### src/rtl/fetch_pkg.sv
// Shared types and constants for the instruction fetch sequencer.
// Holds the FSM state encoding, the instruction size and the control-flow opcodes.
package fetch_pkg;

   typedef enum logic [1:0] {
      BOOT  = 2'd0,
      REQ   = 2'd1,
      WAIT  = 2'd2,
      DRAIN = 2'd3
   } fetch_state_e;

   localparam logic [31:0] INSTR_BYTES = 32'd4;

   localparam logic [6:0] OPC_JAL    = 7'b1101111;
   localparam logic [6:0] OPC_JALR   = 7'b1100111;
   localparam logic [6:0] OPC_BRANCH = 7'b1100011;

   // Sequential successor; wraps modulo 2^32.
   function automatic logic [31:0] seq_pc(input logic [31:0] pc);
      return pc + INSTR_BYTES;
   endfunction

endpackage

### src/rtl/fetch_buffer.sv
// One-entry {pc, instr} holding register between fetch and decode.
// Flush beats load, load beats consume, so a same-edge reload keeps the entry valid.
module fetch_buffer (
   input  logic        clk,
   input  logic        rst_n,
   input  logic        i_load,
   input  logic        i_consume,
   input  logic        i_flush,
   input  logic [31:0] i_pc,
   input  logic [31:0] i_instr,
   output logic        o_valid,
   output logic [31:0] o_pc,
   output logic [31:0] o_instr
);

   logic        r_valid;
   logic [31:0] r_pc;
   logic [31:0] r_instr;

   always_ff @(posedge clk or negedge rst_n) begin
      if (!rst_n) begin
         r_valid <= 1'b0;
         r_pc    <= 32'h0;
         r_instr <= 32'h0;
      end else if (i_flush) begin
         r_valid <= 1'b0;
      end else if (i_load) begin
         r_valid <= 1'b1;
         r_pc    <= i_pc;
         r_instr <= i_instr;
      end else if (i_consume) begin
         r_valid <= 1'b0;
      end
   end

   assign o_valid = r_valid;
   assign o_pc    = r_pc;
   assign o_instr = r_instr;

endmodule

### src/rtl/fetch_sequencer.sv
// PC owner and imem fetch FSM (BOOT/REQ/WAIT/DRAIN) with flush arbitration.
// Optional macro MISALIGN_TRAP_EN: misaligned redirects go to TRAP_VECTOR and pulse misalign_trap.
// Handshakes: a beat transfers on an edge where valid and ready are both high; a request's
// address is held while valid is high and ready is low, unless a flush retargets the pc.
module fetch_sequencer
   import fetch_pkg::*;
#(
   parameter logic [31:0] RESET_VECTOR = 32'h0000_0000,
   parameter logic [31:0] TRAP_VECTOR  = 32'h0000_0100
) (
   input  logic        clk,
   input  logic        rst_n,
   output logic        imem_req_valid,
   output logic [31:0] imem_req_addr,
   input  logic        imem_req_ready,
   input  logic        imem_rsp_valid,
   input  logic [31:0] imem_rsp_data,
   output logic        if_valid,
   output logic [31:0] if_pc,
   output logic [31:0] if_instr,
   input  logic        if_ready,
   input  logic        redirect_valid,
   input  logic [31:0] redirect_pc,
   input  logic        trap_valid,
   output logic        misalign_trap,
   output logic [1:0]  o_dbg_state
);

   fetch_state_e r_state;
   logic [31:0]  r_pc;
   logic         r_misalign;

   logic         w_flush;
   logic         w_misalign;
   logic         w_hs;
   logic         w_rsp_take;
   logic [31:0]  w_target;

   assign w_flush = trap_valid | redirect_valid;

`ifdef MISALIGN_TRAP_EN
   assign w_misalign = redirect_valid & ~trap_valid & (redirect_pc[1:0] != 2'b00);
`else
   assign w_misalign = 1'b0;
`endif

   assign w_target   = (trap_valid | w_misalign) ? TRAP_VECTOR : (redirect_pc & ~32'h3);
   assign w_hs       = imem_req_valid & imem_req_ready;
   assign w_rsp_take = (r_state == WAIT) & imem_rsp_valid;

   // Request only when the buffer can take the result.
   assign imem_req_valid = (r_state == REQ) & (~if_valid | if_ready);
   assign imem_req_addr  = r_pc;
   assign misalign_trap  = r_misalign;
   assign o_dbg_state    = r_state;

   always_ff @(posedge clk or negedge rst_n) begin
      if (!rst_n) begin
         r_state    <= BOOT;
         r_pc       <= RESET_VECTOR;
         r_misalign <= 1'b0;
      end else begin
         r_misalign <= w_flush & w_misalign;
         if (w_flush)
            r_pc <= w_target;
         else if (w_rsp_take)
            r_pc <= seq_pc(r_pc);
         case (r_state)
            BOOT:  r_state <= REQ;
            REQ:   if (w_hs) r_state <= w_flush ? DRAIN : WAIT;
            // A flush with no response yet leaves a stale request in flight.
            WAIT:  if (imem_rsp_valid) r_state <= REQ;
                   else if (w_flush)   r_state <= DRAIN;
            DRAIN: if (imem_rsp_valid) r_state <= REQ;
            default: r_state <= BOOT;
         endcase
      end
   end

   fetch_buffer u_buf (
      .clk       (clk),
      .rst_n     (rst_n),
      .i_load    (w_rsp_take & ~w_flush),
      .i_consume (if_ready),
      .i_flush   (w_flush),
      .i_pc      (r_pc),
      .i_instr   (imem_rsp_data),
      .o_valid   (if_valid),
      .o_pc      (if_pc),
      .o_instr   (if_instr)
   );

endmodule
### config.mk
export PLATFORM = sky130hd
export DESIGN_NAME = fetch_sequencer
export DESIGN_NICKNAME = d
export VERILOG_FILES = /design/src/rtl/fetch_pkg.sv /design/src/rtl/fetch_buffer.sv /design/src/rtl/fetch_sequencer.sv
export SDC_FILE = /design/constraint.sdc
export NUM_CORES = 1
export LEC_CHECK = 0
export CORE_MARGIN = 4
export CORE_UTILIZATION = 30
export CTS_CLUSTER_SIZE = 14
export DETAILED_ROUTE_END_ITERATION = 8
export GPL_TIMING_DRIVEN = 0
export PLACE_DENSITY = 0.67
export RECOVER_POWER = 100
export SYNTH_ARGS = -nofsm -noshare
export SYNTH_HDL_FRONTEND = slang
export SYNTH_HIERARCHICAL = 1
export SYNTH_SLANG_ARGS = --single-unit
### constraint.sdc
create_clock -name clk -period 2.12 [get_ports clk]
set_input_delay 0.636 -clock clk [delete_from_list [all_inputs] [get_ports clk]]
set_output_delay 0.636 -clock clk [all_outputs]
set_load 0.01 [all_outputs]
## Word-level counts from Yosys, hierarchy flattened

Index checks and enable logic that the tools add are counted.
Widths: inputs -> output; s select.

- Flip-flop bits (word level): 99
- Input bits: 71
- Word-level logic and storage cells: 37
- Output and inout bits: 101

- $add $sub $neg: 1
- Equality and inequality tests: 6
- Muxes and demuxes: 12
- Bitwise operators: 8
- Reduce and logical (&&, ||, !) cells: 5

Operators with widths:

| kind | number |
|---|---|
| $mux 32 | 3 |
| $add 32x3->32 const B | 1 |
| $mux 2 | 4 |
| $pmux 2 s4 | 1 |
| $and 1x1->1 | 4 |
| $eq 2x2->1 const B | 2 |
| $mux 1 | 4 |
| $ne 2x2->1 const B | 2 |
| $ne 3x3->1 const B | 1 |
| $reduce_and 3->1 | 1 |
| $reduce_bool 3->1 | 1 |
| $eq 2x1->1 const B | 1 |
| $logic_not 2->1 | 1 |
| $not 1->1 | 2 |
| $or 1x1->1 | 2 |
| $reduce_and 2->1 | 1 |
| $reduce_bool 2->1 | 1 |

## Longest topological paths before layout

Gate-level depths: netlist (run 1).

- Depth in word-level cells: 6
- Mapped depth: 9
- Depth with buffers taken out: 7

## Hierarchy

Netlist (run 1), hierarchy kept.

Modules (own cells, without submodules):

| module | area an instance (µm²) | cells an instance | sequential area each (µm²) | times used |
|---|---|---|---|---|
| fetch_buffer | 2741.4 | 140 | 1626.6 | 1 |
| fetch_sequencer | 2077.0 | 236 | 800.8 | 1 |

## Worst setup path after synthesis (run 1)

Ideal clock, no wire load.

- Kind: input port to flip-flop
- Start: input trap_valid
- End: register u_buf.r_instr[0], in the netlist u_buf/o_instr[0]
- Cell stages on the path: 8
- Arrival time: 2.127 ns
- Path buffers: 3
- Required time: 1.995 ns
- Path slack: -0.133 ns
- Setup time: 0.125 ns
- Cell sequence: clkbuf_1 > nor2_1 > inv_1 > nor2_1 > nor2b_4 > buf_12 > buf_12 > mux2_4

- Word-level cells in the longest chain between the ends: 4

Ends and longest elaborated chain:

| item | RTL line | source |
|---|---|---|
| start: declaration | fetch_sequencer.sv:24 | `input logic trap_valid,` |
| $or 1x1->1 * | fetch_sequencer.sv:39 | `assign w_flush = trap_valid \| redirect_valid;` |
| named net w_flush | fetch_sequencer.sv:33 | `logic w_flush;` |
| $not 1->1 (no source line) * | n/a |  |
| $and 1x1->1 | fetch_sequencer.sv:83 | `.i_load (w_rsp_take & ~w_flush),` |
| $reduce_and 2->1 (no source line) * | n/a |  |
| end signal: assignment | fetch_buffer.sv:30 | `r_instr <= i_instr;` |
| end: declaration | fetch_buffer.sv:18 | `logic [31:0] r_instr;` |

Mark *: on every way through the listed nets, which the timed path passes. The rest lies on a longest branch.
A chain may end at the register's enable or synchronous reset.

## Final worst setup path (run 1)

- Start: register r_pc[22], in the netlist imem_req_addr[22]
- End: output imem_req_addr[22]

RTL lines:

| item | RTL line | source |
|---|---|---|
| start: declaration | fetch_sequencer.sv:30 | `logic [31:0] r_pc;` |
| start signal: assignment | fetch_sequencer.sv:65 | `r_pc <= w_target;` |
| start signal: assignment | fetch_sequencer.sv:67 | `r_pc <= seq_pc(r_pc);` |
| end: declaration | fetch_sequencer.sv:14 | `output logic [31:0] imem_req_addr,` |

No word-level cell between the ends.

==> impl_metrics.toml, run 1 <==
[status]
outcome = "complete, no violations"

[synth]
synth_area_leaders = "dfrtp_1 (50%), mux2_4 (19%), buf_12 (2.9%)"
avgSynthCellArea_um2 = 12.8
ys_warn_count = 6
synth_flop_cell = "dfrtp_1"
netlist_area_um2 = 4820
ys_ff_latch = 97
synth_commonest_cells = "dfrtp_1 (97), mux2_4 (60), nand2_1 (25)"
synthArstFlopShare = 1.00
netlist.area_leader.share = 0.504
ys_seq_area_frac = 0.504
netlist_instances = 376
synth_edf_count = 0
synth_top_area_cell = "dfrtp_1"
synth.most_common_cell = "dfrtp_1"
synthDistinctLibCells = 47

[placement]
place_ws_ns = -0.791
port_buffers = 164
gp_congestion = 0.857
dp_hpwl_mm = 10.4

[timing]
hold_viol_final = 0
setup_ws_ns = 0.0541
setup_viol = 0
tightest_slew_ns = 0.996
post-route-period-util = 0.974
skew_ns = 0.00378
fmax_mhz = 484
finalWorstPathRequiredPeriod_ns = 2.07
relSlewSlack = 0.336
slew_violations = 0

[job]
max_cap_violations = 0

[critical_path]
cpMaxStageDelayCell = "clkdlybuf4s50_1"
worstPathArrival_ns = 1.43
cp.required_ns = 1.48
path_buf_inv = 1
crit_path_end_kind = "output pin"
worst-path-max-fanout = 7
critPathKind = "reg -> out"
crit_path_start_kind = "flip-flop"
crit_chain = "clkdlybuf4s50_1"
cp_top_family = "buffers and inverters"
slowest_delay_ns = 0.62

[floorplanning]
die_y_um = 135
die_w_um = 135
rows = 46
ios = 172
initial_core_util = 0.304
core_area_um2 = 15800
dieArea_um2 = 18200

[clock_tree]
numCtsBuffers = 9
htree_num_levels = 3
hold_buffers = 0
cts_tree = "done"
clock_latency_ns = 0.34
cts_buffer_depth = 2
root_buffer = "clkbuf_16"
cts.sinks = 97
clkTransAtPathRegs_ns = 0.07

[grt]
grt_pass1_wl_mm = 22.3
grt_max_degree = 62
grt_remaining_overflow = 0
grt.total_usage = 0.157
antenna_found_initial = 1
grt_pass1_vias = 4022

[power_and_ir_drop]
pwr-share-clk = 0.343
powerDensity_nw_per_um2 = 777
p_total_mw = 5.70
seqPwrFrac = 0.400
switchingPower_mw = 1.44
power.leakage_nw = 3.16
netSwitchingFraction = 0.252
vdd_ir_drop_max_mv = 0.404
power_frac_comb = 0.257
p_int_mw = 4.26

[detailed_routing]
dr.first_iter.drc_count = 183
routed_via_density = 4.75
wl_per_cell_um = 18.2
vias = 3755
postRouteAntennaNets = 0
wirelength_mm = 14.4
drt_first_pass_iters = 5
drc = 0

[finish]
diodes = 0
area_growth_pct = 52.3
fin_nets = 645
n_fill_cell = 1474
drive_above_1_share = 0.245

[hold_path]
hold_path_class = "in -> async"
[per-stage QoR]
| stage | std cells | cell area, um^2 | utilization | hold WS (ns) | TNS [ns] |
|---|---|---|---|---|---|
| after CTS | 780 | 7190 | 0.454 | 0.264 | -0.00432 |
| after detailed placement | 761 | 6770 | 0.428 | 0.493 | -48.70 |
| final | 791 | 7340 | 0.464 | 0.449 | 0 |
| after global routing | 791 | 7340 | 0.464 | 0.520 | -0.151 |
| after floorplan | 380 | 4840 | - | 0.340 | 0 |
| after global placement | 760 | 6750 | 0.426 | 0.490 | -360.68 |
[cell type report]
type / instances / area (um^2) / share of cell area
buffer: 22 / 225 / 0.0307
clock buffer: 12 / 267 / 0.0363
clock inverter: 4 / 97.6 / 0.0133
inverter: 8 / 30.0 / 0.00409
multi-input combinational: 253 / 2220 / 0.302
sequential: 97 / 2440 / 0.332
tap: 216 / 270 / 0.0368
timing repair buffer: 179 / 1800 / 0.245
[flip-flops by register name (all words and copies together), names as in the netlist]
register	cells
imem_req_addr	30
u_buf/o_instr	32
u_buf/o_valid	1
u_buf/o_pc	32
o_dbg_state	2
[final timing paths]
check                           cells past startpoint  slack (ns)                          start                            end
worst max-delay path                                1        0.05  imem_req_addr[22]$_DFFE_PN0P_              imem_req_addr[22]
worst min-delay path                                1        0.45                          rst_n     u_buf/o_pc[10]$_DFFE_PN0P_
worst max register to register                     10        0.09     o_dbg_state[0]$_DFFE_PN0P_  u_buf/o_instr[29]$_DFFE_PN0P_
worst min register to register                      1        0.51   u_buf/o_instr[8]$_DFFE_PN0P_   u_buf/o_instr[8]$_DFFE_PN0P_
max in group asynchronous                           2        0.84                          rst_n   u_buf/o_instr[6]$_DFFE_PN0P_
min in group clk                                    1        0.51   u_buf/o_instr[8]$_DFFE_PN0P_   u_buf/o_instr[8]$_DFFE_PN0P_
[power by group through the flow]
stage,registers (mW),clock network (mW),logic [mW]
3_5_place_dp,2.31,0,1.43
2_1_floorplan,2.40,0,0.529
3_3_place_gp,2.30,0,1.40
5_1_grt,2.32,2.10,1.57
4_1_cts,2.28,2.03,1.45
6_report,2.28,1.96,1.46
[layout by cell type, fill, tap and decap left out, drive strengths merged, types with 3 or more instances in the layout]
cell type / instances
buf: 31
xor2: 13
a41oi: 4
nand4: 13
and4: 6
and3: 3
inv: 8
nor2: 24
clkdlybuf4s50: 159
nor4: 3
clkbuf: 21
nand3: 12
nand2: 25
a211oi: 10
ha: 4
a21oi: 21
mux2: 65
dfrtp: 97
nor3: 7
conb: 5
o21ai: 8
bufinv: 3
xnor2: 6
mux2i: 4
[metal layers]
layer | vias up | track usage | routed length (um)
met5 | - | 0 | 13
met4 | 2 | 0.0481 | 191
li1 | 1731 | - | -
met2 | 161 | 0.259 | 6940
met1 | 1846 | 0.198 | 6170
met3 | 15 | 0.0488 | 1100
[logic make-up (layout without fill, tap and decap cells)]
family / after synthesis / after routing / synth area share
AOI/OAI and AO/OA: 56 / 56 / 0.0784
DFF: 97 / 97 / 0.504
muxes: 69 / 69 / 0.207
other: 1 / 5 / 0.000778
adders and majority gates: 4 / 4 / 0.0104
buffers and inverters: 30 / 225 / 0.0499
xor gates and xnor gates: 19 / 19 / 0.0345
and+or+nand+nor: 100 / 100 / 0.115
[repair_timing]
action                                  4_1_cts  5_1_grt
gates resized for setup                      17       19
endpoints found under the setup margin       88       83
setup buffers                                 3       11
pin swaps                                     2        4
Note: power is estimated with default switching activity, not from simulation.
==> inputs of run 2 (changes only) <==
--- a/config.mk
+++ b/config.mk
@@ -5,7 +5,6 @@
 export SDC_FILE = /design/constraint.sdc
 export NUM_CORES = 1
 export LEC_CHECK = 0
-export CORE_MARGIN = 4
 export CORE_UTILIZATION = 30
 export CTS_CLUSTER_SIZE = 14
 export DETAILED_ROUTE_END_ITERATION = 8
==> run 2 against run 1 <==
Largest power group unchanged. Clock skew increased by 0.0045 ns. Setup slack improved by 0.0072 ns. Sequential cell count unchanged.
==> impl_metrics.toml, run 2 (synthesis gave the netlist of run 1 again) <==
[grt]
grt_pass1_wl_mm = 21.7
grt_max_degree = 65
grt_pass1_vias = 3871
antenna_found_initial = 0
grt_remaining_overflow = 0
grt.total_usage = 0.174

[finish]
multiInputGateArea_um2 = 2200
drive_above_1_share = 0.221
diodes = 0
layout_common_cells = "clkdlybuf4s50_1 (91), dfrtp_1 (88), dlygate4sd3_1 (69), mux2_4 (60), nand2_1 (24)"
final_area_um2 = 7220
area_growth_pct = 49.8
n_fill_cell = 1422
seqCellArea_um2 = 2440
final_common_cell = "clkdlybuf4s50_1"
fin_nets = 636

[timing]
finalSetupTns_ns = 0
tightest_slew_ns = 0.920
setup_viol = 0
relSlewSlack = 0.386
slew_violations = 0
fmax_mhz = 486
hold_viol_final = 0
rsz0062_at_grt = "no"
skew_ns = 0.00829
finalWorstPathRequiredPeriod_ns = 2.06
post-route-period-util = 0.971

[floorplanning]
initial_core_util = 0.312
die_w_um = 129
ios = 172
die_y_um = 129
rows = 45
dieArea_um2 = 16600
core_area_um2 = 15400

[clock_tree]
clkTransAtPathRegs_ns = 0.07
clock_latency_ns = 0.35
cts_tree = "done"
htree_num_levels = 3
root_buffer = "clkbuf_16"
cts.sinks = 97
cts_buffer_depth = 2
hold_buffers = 0
numCtsBuffers = 9

[detailed_routing]
postRouteAntennaNets = 0
wl_per_cell_um = 17.8
vias = 3705
drt_first_pass_iters = 4
drc = 0
wirelength_mm = 13.8
dr.first_iter.drc_count = 136
routed_via_density = 4.77

[power_and_ir_drop]
power.leakage_nw = 3.31
vdd_ir_drop_max_mv = 0.405
powerDensity_nw_per_um2 = 772

[critical_path]
crit_path_start_kind = "flip-flop"
reg2reg_depth = 9
critPathKind = "reg -> out"
worstPathArrival_ns = 1.42
cp.depth = 1
cpMaxStageDelayCell = "clkdlybuf4s50_1"
timing.rr.start = "o_dbg_state[0]$_DFFE_PN0P_"
cp_top_family = "buffers and inverters"
crit_start = "imem_req_addr[14]$_DFFE_PN0P_"
path_buf_inv = 1
slowest_delay_ns = 0.62
crit_path_end_kind = "output pin"
worst-path-max-fanout = 5
crit_chain = "clkdlybuf4s50_1"
cp.required_ns = 1.48

[placement]
dp_hpwl_mm = 10.0
place_area_um2 = 6770
port_buffers = 164
gp_congestion = 0.828

[job]
max_cap_violations = 0

[hold_path]
hold_path_class = "in -> async"

[status]
outcome = "complete, no violations"
run 2: cell types whose count changed in the layout (fill, tap and decap cells not counted), moves of 3 or more:
cell,before,now
buf_4,15,4
clkbuf_1,6,9
dlygate4sd3_1,0,69
clkdlybuf4s50_1,159,91
buf_12,9,6
clkbuf_2,1,4
run 2: routing by layer:
metal,GRT usage,wire (um),up-vias
met5,0,0,-
met4,0.0505,284,0
met3,0.0640,1160,18
met2,0.293,6570,160
met1,0.208,5800,1799
li1,-,-,1728
run 2: report_power, final:
part	total [mW]	switching, mW	leakage (nW)	internal, mW
Combinational	1.38	0.547	1.84	0.831
Clock	1.92	0.703	0.173	1.22
Sequential	2.27	0.177	1.30	2.09
Total	5.57	1.43	3.31	4.15
run 2: final timing paths:
kind / end / slack (ns)
setup / recovery: imem_req_addr[14] / 0.06
hold / removal: u_buf/o_instr[0]$_DFFE_PN0P_ / 0.42
setup reg to reg: u_buf/o_pc[8]$_DFFE_PN0P_ / 0.09
hold reg to reg: u_buf/o_instr[12]$_DFFE_PN0P_ / 0.50
max in group asynchronous: imem_req_addr[16]$_DFFE_PN0P_ / 0.87
min in group clk: u_buf/o_instr[12]$_DFFE_PN0P_ / 0.50
run 2: cell type report:
type | count | share of cell area
buffer | 22 | 0.0297
clock buffer | 12 | 0.0355
clock inverter | 4 | 0.0137
inverter | 8 | 0.00416
multi-input combinational | 253 | 0.305
sequential | 97 | 0.338
tap | 211 | 0.0366
timing repair buffer | 170 | 0.238
run 2: what timing repair did:
action	CTS	global route
setup buffers	4	0
resized for setup	18	12
pin swaps	2	1
gates cloned	1	0
endpoints found under the setup margin	86	25
run 2: stage by stage:
step	std cells	worst slack [ns]	power, mW	util	hold WS [ns]
after floorplan	380	0.0173	2.93	-	0.340
after global placement	755	-3.32	3.69	0.437	0.491
after detailed placement	756	-0.766	3.75	0.439	0.492
after CTS	777	0.000830	5.74	0.467	0.249
after global routing	777	0.00749	5.85	0.468	0.480
final	777	0.0612	5.57	0.468	0.419
==> inputs of run 3 (changes only) <==
--- a/config.mk
+++ b/config.mk
@@ -8,10 +8,10 @@
 export CORE_UTILIZATION = 30
 export CTS_CLUSTER_SIZE = 14
 export DETAILED_ROUTE_END_ITERATION = 8
-export GPL_TIMING_DRIVEN = 0
 export PLACE_DENSITY = 0.67
 export RECOVER_POWER = 100
 export SYNTH_ARGS = -nofsm -noshare
 export SYNTH_HDL_FRONTEND = slang
 export SYNTH_HIERARCHICAL = 1
 export SYNTH_SLANG_ARGS = --single-unit
+export TNS_END_PERCENT = 1
==> run 3 against run 2 <==
The run now ends with negative setup slack left. Maximum frequency decreased by 4.6%. Via count is 2.2% higher. Count of clock-buffer cells in the layout fell by 3. Largest cell class unchanged.
==> impl_metrics.toml, run 3 (synthesis gave the netlist of run 1 again) <==
[status]
violations = "negative setup slack"
outcome = "finished, violations left"

[clock_tree]
clkTransAtPathRegs_ns = 0.06
cts.sinks = 97
root_buffer = "clkbuf_16"
numCtsBuffers = 9
cts_tree = "done"
htree_num_levels = 3
clock_latency_ns = 0.35
hold_buffers = 0
cts_buffer_depth = 2

[detailed_routing]
wl_per_cell_um = 16.9
routed_via_density = 4.72
wirelength_mm = 13.5
dr.first_iter.drc_count = 143
drt_first_pass_iters = 4
drc = 0
vias = 3785
postRouteAntennaNets = 0

[grt]
grt_max_degree = 38
grt_remaining_overflow = 0
top_usage_layer = "met2"
met1_usage = 0.199
grt_pass1_wl_mm = 21.0
antenna_found_initial = 1
grt.met2_usage = 0.283
grt_pass1_vias = 4132
grt_use_met3 = 0.0445
grt.total_usage = 0.165

[hold_path]
hold_path_class = "in -> async"

[finish]
final_common_cell = "clkdlybuf4s50_1"
n_fill_cell = 1393
layout_common_cells = "clkdlybuf4s50_1 (162), dfrtp_1 (95), mux2_4 (60), buf_4 (42), nand2_1 (25)"
diodes = 0
area_growth_pct = 52.0
seqCellArea_um2 = 2430
fin_nets = 661
drive_above_1_share = 0.250
final_area_um2 = 7320
multiInputGateArea_um2 = 2180

[power_and_ir_drop]
vdd_ir_drop_max_mv = 0.358
powerDensity_nw_per_um2 = 767
p_total_mw = 5.62
power.leakage_nw = 3.21

[placement]
place_ws_ns = -0.413
gp_congestion = 0.805
place_area_um2 = 6920
port_buffers = 166
dp_hpwl_mm = 9.93

[critical_path]
r2r_slack_ns = 0.11
worstPathArrival_ns = 2.39
cp.required_ns = 2.35
crit_path_end_kind = "flip-flop"
crit_path_start_kind = "input port"
reg2reg_depth = 8
timing.rr.start = "o_dbg_state[0]$_DFFE_PN0P_"
worst-path-max-fanout = 19
critPathKind = "in -> reg"
rr_endpoint = "imem_req_addr[28]$_DFFE_PN0P_"

[timing]
hold_viol_final = 0
tightest_slew_ns = 0.799
skew_ns = 0.00651
setup_viol = 56
setup_ws_ns = -0.0382
finalWorstPathRequiredPeriod_ns = 2.16
slew_violations = 0
post-route-period-util = 1.02
rsz0062_at_grt = "yes"
relSlewSlack = 0.467
fmax_mhz = 463

[floorplanning]
core_area_um2 = 15400
dieArea_um2 = 16600
die_w_um = 129
rows = 45
die_y_um = 129
ios = 172
initial_core_util = 0.312

[job]
max_cap_violations = 0
==> run 3: final cells by class <==
cell class	instances	share of cell area
Sequential cell	97	0.332
Clock buffer	9	0.0308
Tap cell	211	0.0361
Timing Repair Buffer	217	0.283
Inverter	8	0.00410
Clock inverter	7	0.0161
Multi-Input combinational cell	253	0.298
==> run 3: power by group <==
group / leakage (nW) / switching (mW) / internal, mW
Sequential: 1.31 / 0.179 / 2.09
Combinational: 1.72 / 0.541 / 0.933
Clock: 0.170 / 0.717 / 1.16
Total: 3.21 / 1.44 / 4.18
==> run 3: worst max path at each step <==
stage | from | to | slack [ns] | depth (start not counted)
floorplan | trap_valid | u_buf/o_instr[0]$_DFFE_PN0P_ | 0.02 | 8
global placement | if_ready | imem_req_valid | -0.39 | 4
detailed placement | if_ready | imem_req_valid | -0.41 | 4
CTS | redirect_valid | u_buf/o_pc[29]$_DFFE_PN0P_ | -0.01 | 7
global route | redirect_valid | u_buf/o_pc[29]$_DFFE_PN0P_ | -0.09 | 8
finish | redirect_valid | u_buf/o_pc[29]$_DFFE_PN0P_ | -0.04 | 8
==> run 3: critical path, stage by stage <==
cell             delay, ns
clkdlybuf4s50_1       0.46
nor2_4                0.17
inv_2                 0.05
nor2_1                0.18
nor2b_4               0.21
buf_4                 0.13
buf_12                0.18
mux2_2                0.35
==> run 3: stage by stage <==
step / instances / utilization / hold slack (ns) / setup TNS, ns
detailed placement: 780 / 0.449 / 0.491 / -26.42
global placement: 780 / 0.449 / 0.490 / -23.74
floorplan: 380 / - / 0.340 / 0
finish: 802 / 0.475 / 0.370 / -0.556
global route: 802 / 0.475 / 0.436 / -4.27
CTS: 796 / 0.471 / 0.243 / -0.0135
==> run 3: timing repair <==
item,4_1_cts,5_1_grt
endpoints found under the setup margin,3,76
hold endpoints to repair,0,0
cloned,0,2
pin swaps,0,1
resized for setup,7,8
setup buffers,0,4
==> run 3: metal layers <==
| metal | wire length, um | share of wire |
|---|---|---|
| met1 | 5680 | 0.42 |
| met2 | 6560 | 0.48 |
| met3 | 1080 | 0.080 |
| met4 | 216 | 0.016 |
| met5 | 0 | 0 |
